==> src/rtl/multi_vc_input_buffer.sv <==
// Router input port: one circular FIFO per virtual channel, each sequenced by an
// IDLE -> VA -> SA packet FSM that drives allocator requests and error pulses.
package multi_vc_input_buffer_pkg;
  localparam int FLIT_VC_W   = 2;
  localparam int FLIT_DATA_W = 32;

  typedef enum logic [1:0] {
    HEAD     = 2'd0,
    BODY     = 2'd1,
    TAIL     = 2'd2,
    HEADTAIL = 2'd3
  } flit_label_t;

  typedef enum logic [2:0] {
    LOCAL = 3'd0,
    NORTH = 3'd1,
    SOUTH = 3'd2,
    WEST  = 3'd3,
    EAST  = 3'd4
  } port_t;

  typedef struct packed {
    flit_label_t            flit_label;
    logic [FLIT_VC_W-1:0]   vc_id;
    logic [FLIT_DATA_W-1:0] data;
  } flit_t;
endpackage

module multi_vc_input_buffer
  import multi_vc_input_buffer_pkg::*;
#(
  parameter int VC_NUM      = 4,
  parameter int BUFFER_SIZE = 8,
  parameter int OFF_MARGIN  = 2,
  parameter int VC_SIZE     = $clog2(VC_NUM)
) (
  input  logic                                        clk,
  input  logic                                        rst,
  input  flit_t                                       data_i,
  input  logic                                        valid_i,
  input  port_t                                       out_port_i,
  input  logic [VC_NUM-1:0]                           read_i,
  input  logic [VC_NUM-1:0]                           vc_valid_i,
  input  logic [VC_NUM-1:0][VC_SIZE-1:0]              vc_new_i,
  output flit_t [VC_NUM-1:0]                          data_o,
  output logic [VC_NUM-1:0]                           is_full_o,
  output logic [VC_NUM-1:0]                           is_empty_o,
  output logic [VC_NUM-1:0]                           on_off_o,
  output logic [VC_NUM-1:0][$clog2(BUFFER_SIZE+1)-1:0] occupancy_o,
  output port_t [VC_NUM-1:0]                          out_port_o,
  output logic [VC_NUM-1:0]                           vc_request_o,
  output logic [VC_NUM-1:0]                           switch_request_o,
  output logic [VC_NUM-1:0]                           vc_allocatable_o,
  output logic [VC_NUM-1:0][VC_SIZE-1:0]              downstream_vc_o,
  output logic [VC_NUM-1:0]                           error_o
);
  localparam int PTR_W = (BUFFER_SIZE > 1) ? $clog2(BUFFER_SIZE) : 1;
  localparam int CNT_W = $clog2(BUFFER_SIZE + 1);

  typedef enum logic [1:0] {
    IDLE = 2'd0,
    VA   = 2'd1,
    SA   = 2'd2
  } state_t;

  // Explicit wrap so non-power-of-two depths work.
  function automatic logic [PTR_W-1:0] ptr_inc(input logic [PTR_W-1:0] p);
    if (p == PTR_W'(BUFFER_SIZE - 1)) return {PTR_W{1'b0}};
    else return p + PTR_W'(1);
  endfunction

  for (genvar v = 0; v < VC_NUM; v++) begin : g_vc
    flit_t              mem_r [BUFFER_SIZE];
    logic [PTR_W-1:0]   rd_ptr_r, wr_ptr_r;
    logic [CNT_W-1:0]   count_r, count_s;
    state_t             state_r, state_s;
    port_t              out_port_r;
    logic [VC_SIZE-1:0] downstream_vc_r;
    logic               eop_r, eop_s, on_off_r, alloc_r, alloc_s, err_r, err_s;
    logic               push_s, pop_s, latch_port_s, latch_vc_s;
    logic               wr_s, empty_s, full_s, is_head_s, head_is_tail_s, body_ok_s;
    flit_t              head_s;

    assign wr_s           = valid_i && (data_i.vc_id == FLIT_VC_W'(v));
    assign empty_s        = (count_r == {CNT_W{1'b0}});
    assign full_s         = (count_r == CNT_W'(BUFFER_SIZE));
    assign is_head_s      = (data_i.flit_label == HEAD) || (data_i.flit_label == HEADTAIL);
    assign head_is_tail_s = (mem_r[rd_ptr_r].flit_label == TAIL) ||
                            (mem_r[rd_ptr_r].flit_label == HEADTAIL);
    // Continuation flits are legal only until the tail of the current packet.
    assign body_ok_s      = wr_s && !is_head_s && !eop_r && !full_s;

    // Per-VC packet FSM: decides push/pop, latches and the error/allocatable pulses.
    always_comb begin
      state_s      = state_r;
      eop_s        = eop_r;
      push_s       = 1'b0;
      pop_s        = 1'b0;
      latch_port_s = 1'b0;
      latch_vc_s   = 1'b0;
      alloc_s      = 1'b0;
      err_s        = 1'b0;
      case (state_r)
        IDLE: begin
          if (wr_s && is_head_s && empty_s) begin
            push_s       = 1'b1;
            latch_port_s = 1'b1;
            eop_s        = (data_i.flit_label == HEADTAIL);
            state_s      = VA;
          end else begin
            err_s = wr_s;
          end
          err_s = err_s | vc_valid_i[v] | read_i[v];
        end
        VA: begin
          push_s = body_ok_s;
          eop_s  = eop_r | (body_ok_s && (data_i.flit_label == TAIL));
          err_s  = (wr_s && !body_ok_s) | read_i[v];
          if (vc_valid_i[v]) begin
            latch_vc_s = 1'b1;
            state_s    = SA;
          end else begin
            state_s = VA;
          end
        end
        SA: begin
          push_s = body_ok_s;
          eop_s  = eop_r | (body_ok_s && (data_i.flit_label == TAIL));
          pop_s  = read_i[v] && !empty_s;
          err_s  = (wr_s && !body_ok_s) | vc_valid_i[v] | (read_i[v] && empty_s);
          if (pop_s && head_is_tail_s) begin
            state_s = IDLE;
            alloc_s = 1'b1;
            eop_s   = 1'b0;
          end else begin
            state_s = SA;
          end
        end
        default: begin
          state_s = IDLE;
          eop_s   = 1'b0;
          alloc_s = 1'b1;
          err_s   = 1'b1;
        end
      endcase
    end

    // Occupancy after this cycle's push/pop.
    always_comb begin
      case ({push_s, pop_s})
        2'b10:   count_s = count_r + CNT_W'(1);
        2'b01:   count_s = count_r - CNT_W'(1);
        default: count_s = count_r;
      endcase
    end

    // Flit storage; contents need no reset since the count gates visibility.
    always_ff @(posedge clk) begin
      if (push_s) mem_r[wr_ptr_r] <= data_i;
    end

    // Control and status registers, cleared asynchronously.
    always_ff @(posedge clk or posedge rst) begin
      if (rst) begin
        state_r         <= IDLE;
        rd_ptr_r        <= {PTR_W{1'b0}};
        wr_ptr_r        <= {PTR_W{1'b0}};
        count_r         <= {CNT_W{1'b0}};
        eop_r           <= 1'b0;
        on_off_r        <= 1'b1;
        alloc_r         <= 1'b0;
        err_r           <= 1'b0;
        out_port_r      <= LOCAL;
        downstream_vc_r <= {VC_SIZE{1'b0}};
      end else begin
        state_r  <= state_s;
        eop_r    <= eop_s;
        count_r  <= count_s;
        on_off_r <= (BUFFER_SIZE - int'(count_s)) > OFF_MARGIN;
        alloc_r  <= alloc_s;
        err_r    <= err_s;
        if (push_s) wr_ptr_r <= ptr_inc(wr_ptr_r);
        if (pop_s) rd_ptr_r <= ptr_inc(rd_ptr_r);
        if (latch_port_s) out_port_r <= out_port_i;
        if (latch_vc_s) downstream_vc_r <= vc_new_i[v];
      end
    end

    // Head flit leaves with the downstream VC substituted.
    always_comb begin
      head_s       = mem_r[rd_ptr_r];
      head_s.vc_id = FLIT_VC_W'(downstream_vc_r);
    end

    assign data_o[v]           = head_s;
    assign is_full_o[v]        = full_s;
    assign is_empty_o[v]       = empty_s;
    assign on_off_o[v]         = on_off_r;
    assign occupancy_o[v]      = count_r;
    assign out_port_o[v]       = out_port_r;
    assign vc_request_o[v]     = (state_r == VA);
    assign switch_request_o[v] = (state_r == SA) && !empty_s;
    assign vc_allocatable_o[v] = alloc_r;
    assign downstream_vc_o[v]  = downstream_vc_r;
    assign error_o[v]          = err_r;
  end
endmodule

==> config.mk <==
export PLATFORM = sky130hd
export DESIGN_NAME = multi_vc_input_buffer
export DESIGN_NICKNAME = d
export VERILOG_FILES = /design/src/rtl/multi_vc_input_buffer.sv
export SDC_FILE = /design/constraint.sdc
export NUM_CORES = 1
export LEC_CHECK = 0
export CORE_MARGIN = 10
export CORE_UTILIZATION = 68
export DETAILED_ROUTE_END_ITERATION = 7
export DONT_BUFFER_PORTS = 1
export GPL_ROUTABILITY_DRIVEN = 0
export PLACE_DENSITY = 0.86
export SYNTH_ARGS = -nofsm -noshare
export SYNTH_HDL_FRONTEND = slang
export SYNTH_SLANG_ARGS = --single-unit
export TNS_END_PERCENT = 10
==> constraint.sdc <==
create_clock -name clk -period 8.1 [get_ports clk]
set_input_delay 1.62 -clock clk [delete_from_list [all_inputs] [get_ports clk]]
set_output_delay 1.62 -clock clk [all_outputs]
set_load 0.05 [all_outputs]
# --- Word level (Yosys, flattened, before mapping) ---
# Memories as Yosys holds them, arrays and structs flattened.
# Index checks and enable logic that the tools add are counted.
op_classes:
  bitwise: 24
  n_mux: 92
  n_reduce_logical: 88
  eq_ne: 45
  n_addsub: 20
  magnitude_cmp: 4
op_table:
  columns: ["operator", "n"]
  rows:
  - ["$logic_and A1 B1 Y1", 48]
  - ["$mux W1", 48]
  - ["$eq A2 B2 Y1 const B", 20]
  - ["$pmux W4 S2", 4]
  - ["$add A3 B1 Y3 const B", 8]
  - ["$eq A3 B3 Y1 const B", 8]
  - ["$mux W2", 12]
  - ["$mux W3", 8]
  - ["$or A1 B1 Y1", 24]
  - ["$pmux W1 S3", 8]
  - ["$pmux W2 S3", 4]
  - ["$gt A5 B3 Y1 const B", 4]
  - ["$sub A4 B4 Y5 const A", 4]
  - ["$eq A2 B1 Y1 const B", 9]
  - ["$logic_not A1 Y1", 17]
  - ["$add A4 B1 Y4 const B", 4]
  - ["$eq A4 B4 Y1 const B", 4]
  - ["$logic_not A4 Y1", 4]
  - ["$pmux W1 S2", 8]
  - ["$reduce_or A2 Y1", 8]
  - ["$sub A4 B1 Y4 const B", 4]
  - ["$logic_not A2 Y1", 6]
  - ["$ne A2 B2 Y1 const B", 4]
  - ["$logic_or A1 B1 Y1", 5]
word_totals:
  wordCells: 317
  mem_bits_rw: 1152
  out_inout_bits: 208
  mem_count: 4
  inputBits: 58
  ff_bits: 84
memory_table:
  columns: ["memory", "words", "word_bits", "read_ports", "rd_ports_with_merged_regs", "wr", "line_no", "source"]
  rows:
  - ["g_vc[0].mem_r", 8, 36, 1, 0, 1, "73", "flit_t mem_r [BUFFER_SIZE];"]
  - ["g_vc[1].mem_r", 8, 36, 1, 0, 1, "73", null]
  - ["g_vc[2].mem_r", 8, 36, 1, 0, 1, "73", null]
  - ["g_vc[3].mem_r", 8, 36, 1, 0, 1, "73", null]

# --- Longest topological paths before layout ---
logic_depth:
  depth_word: 11
  ltp_mapped: 19
  ltp_nobuf: 17

# --- Least setup slack after synthesis ---
# No wires, ideal clock.
synth_path:
  path_kind: "input to register"
  from: "input port data_i[34] (netlist bit)"
  to: "memory g_vc[1].mem_r[2][0] (netlist bit) (enable)"
  cell_stages: 7
  arrival_time_ns: 6.503
  path_slack_ns: 1.074
  required_ns: 7.578
  path_cell_list: "inv_1 -> ha_1 -> nand2b_1 -> nor4_1 -> a22oi_1 -> or2_1 -> nor4b_1"
synth_via:
  elab_chain_cells: 9
  elab_cells_between_ends: 13
  cone_classes: "1 x eq/ne; 4 x mux; 8 x reduce/logical"
synth_lines:
  columns: ["item", "line_no", "source"]
  rows:
  - ["start: declaration", "39", "input flit_t data_i,"]
  - ["$eq A2 B2 Y1 or $logic_not A2 Y1 (tied branches)", "87", "assign is_head_s = (data_i.flit_label == HEAD) || (data_i.flit_label == HEADTAIL);"]
  - ["$logic_or A1 B1 Y1 (*)", "87", null]
  - ["$logic_not A1 Y1", "91", "assign body_ok_s = wr_s && !is_head_s && !eop_r && !full_s;"]
  - ["$logic_and A1 B1 Y1 (3 in series)", "91", null]
  - ["$pmux W1 S2 (*)", "103", "case (state_r)"]
  - ["$mux W1 (*)", "159", "if (push_s) mem_r[wr_ptr_r] <= data_i;"]
  - ["$mux W1 (not written as such) (*)", "159", null]
  - ["end: declaration", "73", null]
# Mark *: on every way between the ends. The rest lies on a longest branch, timed or not.

# --- Worst setup path after layout ---
layout_path:
  from: "register g_vc[1].count_r[1]"
  to: "register g_vc[1].on_off_r"
layout_via:
  elab_chain_cells: 8
  elab_cells_between_ends: 17
  cone_classes: "3 x add/sub; 1 x order compare; 3 x eq/ne; 4 x mux; 6 x reduce/logical"
layout_lines:
  columns: ["item", "line_no", "source"]
  rows:
  - ["start: declaration", "75", "logic [CNT_W-1:0] count_r, count_s;"]
  - ["start signal: assignment", "168", "count_r <= {CNT_W{1'b0}};"]
  - ["start signal: assignment", "178", "count_r <= count_s;"]
  - ["$logic_not A4 Y1 (*)", "85", "assign empty_s = (count_r == {CNT_W{1'b0}});"]
  - ["via is_empty_o[1]", "47", "output logic [VC_NUM-1:0] is_empty_o,"]
  - ["$logic_not A1 Y1 (*)", "129", "pop_s = read_i[v] && !empty_s;"]
  - ["$logic_and A1 B1 Y1 (*)", "129", null]
  - ["$mux W1 (*)", "103", null]
  - ["via g_vc[1].pop_s", "80", "logic push_s, pop_s, latch_port_s, latch_vc_s;"]
  - ["$eq A2 B1 Y1 or $eq A2 B2 Y1 (tied branches)", "150", "case ({push_s, pop_s})"]
  - ["$pmux W4 S2 (*)", "150", null]
  - ["via g_vc[1].count_s[1]", "75", null]
  - ["$sub A4 B4 Y5 (*)", "179", "on_off_r <= (BUFFER_SIZE - int'(count_s)) > OFF_MARGIN;"]
  - ["$gt A5 B3 Y1 (*)", "179", null]
  - ["end signal: assignment", "179", null]
  - ["end: declaration", "79", "logic eop_r, eop_s, on_off_r, alloc_r, alloc_s, err_r, err_s;"]
# The timed path passes the listed nets; every way through them passes the cells marked *.
# A chain may end at the register's enable or synchronous reset.

==> flow_summary.yaml <==
route:
  wire_per_inst_um: 34.8
  drc_errors: 0
  drt-total-wl_um: 110000
  routed_via_density: 7.02
  via_count: 22228
  ant_nets: 0
  drtIter0Drc: 2675
  drtPass1Iterations: 5
grt:
  grt_antenna_before_repair: 1
  grt_pass1_vias: 22887
  grt_max_degree: 80
  track_usage_pct: 28.4
  grt_first_pass_wirelength_um: 162000
  grt_overflow: 0
logic_synthesis:
  synth_flop_cell: "edfxtp_1"
  syn_nets: 2284
  ys_ff_latch: 1172
  syn_inst: 2168
  ys_warn_count: 0
  synth-edff-count: 1088
  synth_area_um2: 46300
  synth.avg_cell_area_um2: 21.4
  async_reset_ff_share_pct: 7.17
  synth_top_cell_by_area: "edfxtp_1"
  synthTopCellsByArea: "edfxtp_1 71%, mux4_2 13%, dfrtp_1 4.3%"
  synth.top_cell.area_share_pct: 70.5
  ys_types: 57
  seq_area_frac_synth_pct: 75.1
floorplanning:
  boundaryPins: 266
  dieArea_um2: 79000
  start_util_pct: 68.7
  rows: 95
  dieHeight_um: 281
  die_w_um: 281
  core_um2: 67400
timing:
  setup_violations: 0
  slew_viol_final: 0
  rsz0062_at_grt: "no"
  maxSlewHeadroom_pct: 24.3
  period_minus_slack_ps: 5150
  finalCritPeriodShare_pct: 63.6
  whs_ps: 527
  max_freq_mhz: 194
  final-hold-violation-count: 0
  tns_ps: 0
  finClkSkew_ps: 24.5
  tightestPinTransition_ps: 1130
cells_and_area:
  multiInputGateArea_um2: 11000
  layout_commonest_cell: "edfxtp_1"
  area_delta_synth_final_pct: 9.73
  fillers: 3321
  fin_nets: 2323
  final_cell_mix: "1088 x edfxtp_1, 272 x mux4_2, 170 x mux2_2"
  fin_cells: 3167
  fin_util_pct: 75.4
  layout-drive-gt1-share_pct: 30.6
  seqCellArea_um2: 34800
  antenna_cells: 0
place:
  post-place-cells: 2969
  io_buffers: 0
  dp_hpwl_um: 56800
power:
  p_switching_mw: 6.87
  pwr-share-seq_pct: 42.6
  ir_drop_mv: 0.378
  leakagePower_nw: 16.5
  p_int_mw: 11.7
  power.density_nw_per_um2: 364
  combPwrFrac_pct: 30.5
  clockPowerShare_pct: 26.9
  finalPower_mw: 18.5
  swShare_pct: 37.1
clocking:
  cts_tree: "done"
  cts_hold_buf: 0
  cts_made_buffers: 109
  clk_pin_slew_worst_paths_ps: 60
  cts_buffer_depth: 3
  cts_setup_buffers: 0
  h-tree-depth: 3
  cts-root-buf: "clkbuf_16"
  cts_resized: 0
  clock_latency_ps: 660
  cts_sinks: 1172
hold_path:
  min_from: "g_vc[0].rd_ptr_r[1]$_DFFE_PP0P_"
  worstHoldPathType: "reg -> reg"
  hold_path_end: "g_vc[0].rd_ptr_r[1]$_DFFE_PP0P_"
  hold_depth: 2
worst_setup_path:
  rr_startpoint: "g_vc[1].count_r[1]$_DFF_PP0_"
  crit_path_end_kind: "register"
  worstPathMaxFanout: 7
  worstRegToRegCells: 15
  rrSetupSlack_ps: 2950
  start_kind: "register"
  timing.rr.end: "g_vc[1].on_off_r$_DFF_PP1_"
  crit_family: "simple AND/OR/NAND/NOR gates"
  cpMostUsedCell: "ha_1"
  crit_type: "reg -> reg"
  required_ps: 8700
  critical_path.max_stage_delay_ps: 960
  crit_path_cell_trace: "nor3_1 -> nand2b_1 -> inv_1 -> nor2b_1 -> nand2_1 -> inv_1 -> ha_1 -> xor2_1 -> ha_1 -> mux2_2 -> ha_1 -> or2_2 -> a21o_1 -> mux2i_1 -> o21a_1"
  worst_path_max_delay_cell: "nor2b_1"
  worstPathArrival_ps: 5740
  crit_buf_inv: 2
job:
  maxCapViolations: 0
run_status:
  outcome: "completed"
-- Yosys cell counts (all sizes together), types with 5 or more instances --
cell and number:
edfxtp 1088, mux4 272, mux2 170, dfrtp 80, buf 67, ha 58
clkbuf 53, nand2 53, nor2 43, inv 41, a21oi 28, nor3 22
nor2b 20, o21ai 18, nand2b 16, nor4 14, a21o 11, xor2 11
mux2i 9, and3b 8, o31ai 8, xnor2 8, nand3b 7, a211oi 6
or2 6, o21a 5
-- worst reg2reg max path: cells and delay by family (launching register included) --
family                   cells  cell delay (ps)
AO/OA/AOI/OAI                2              300
XOR/XNOR                     1              220
adder cells (fa/ha/maj)      3              870
buffers and inverters        2              450
flip-flops                   1              800
multiplexers                 2              460
AND/OR/NAND/NOR              5             1980
-- cell families after synthesis --
family                   after synthesis  synth area share (%)
XOR/XNOR                              19                 0.359
AO/OA/AOI/OAI                         96                  1.36
multiplexers                         451                  17.5
adder cells (fa/ha/maj)               58                  1.57
flip-flops                          1172                  75.1
AND/OR/NAND/NOR                      211                  2.48
buffers and inverters                161                  1.62
-- registers in the layout, indices dropped and copies added (netlist names) --
| name | flops |
|---|---|
| g_vc.mem_r | 1088 |
| g_vc.err_r | 4 |
| g_vc.wr_ptr_r | 12 |
| g_vc.alloc_r | 4 |
| g_vc.out_port_r | 12 |
| g_vc.eop_r | 4 |
| g_vc.rd_ptr_r | 12 |
| g_vc.count_r | 16 |
| g_vc.on_off_r | 4 |
| g_vc.downstream_vc_r | 8 |
| g_vc.state_r | 8 |
-- routing by layer --
layer / share of wire (%) / vias up / track usage [%]
met5: 0 / - / 0
li1: - / 8916 / -
met3: 11 / 173 / 7.83
met1: 36 / 11668 / 37.7
met2: 51 / 1471 / 46.2
met4: 2.7 / 0 / 8.35
-- how the worst max path moves through the flow --
stage | from | end | slack (ps) | depth (start not counted)
after floorplan | data_i[34] | g_vc[1].mem_r[2][0]$_DFFE_PP_ | 1070 | 7
after global placement | data_i[34] | g_vc[1].on_off_r$_DFF_PP1_ | 2650 | 16
after detailed placement | data_i[34] | g_vc[1].on_off_r$_DFF_PP1_ | 2540 | 16
after CTS | g_vc[3].rd_ptr_r[0]$_DFFE_PP0P_ | data_o[129] | 2980 | 3
after global routing | g_vc[1].count_r[0]$_DFF_PP0_ | g_vc[1].on_off_r$_DFF_PP1_ | 2660 | 15
final | g_vc[1].count_r[1]$_DFF_PP0_ | g_vc[1].on_off_r$_DFF_PP1_ | 2950 | 15
-- through the flow --
step                instance area, µm²  worst slack [ps]
floorplan                        46300              1070
global placement                 47400              2650
detailed placement               47400              2540
CTS                              50800              2980
global route                     50800              2660
finish                           50800              2950
-- power by group through the flow --
stage | clock (mW) | sequential, mW | combinational (mW)
2_1_floorplan | 0 | 7.48 | 5.12
3_3_place_gp | 0 | 7.99 | 5.46
3_5_place_dp | 0 | 8.02 | 5.58
4_1_cts | 5.03 | 7.91 | 5.69
5_1_grt | 5.25 | 7.97 | 5.91
6_report | 4.98 | 7.90 | 5.65
-- layout make-up --
type | count | area share, %
multi-input cells | 835 | 21.7
repair buffers | 48 | 0.709
inverters | 41 | 0.308
clock buffers | 139 | 5.83
clock inverters | 59 | 0.896
well taps | 873 | 2.15
flip-flops and latches | 1172 | 68.5
(Power assumes the default switching activity.)
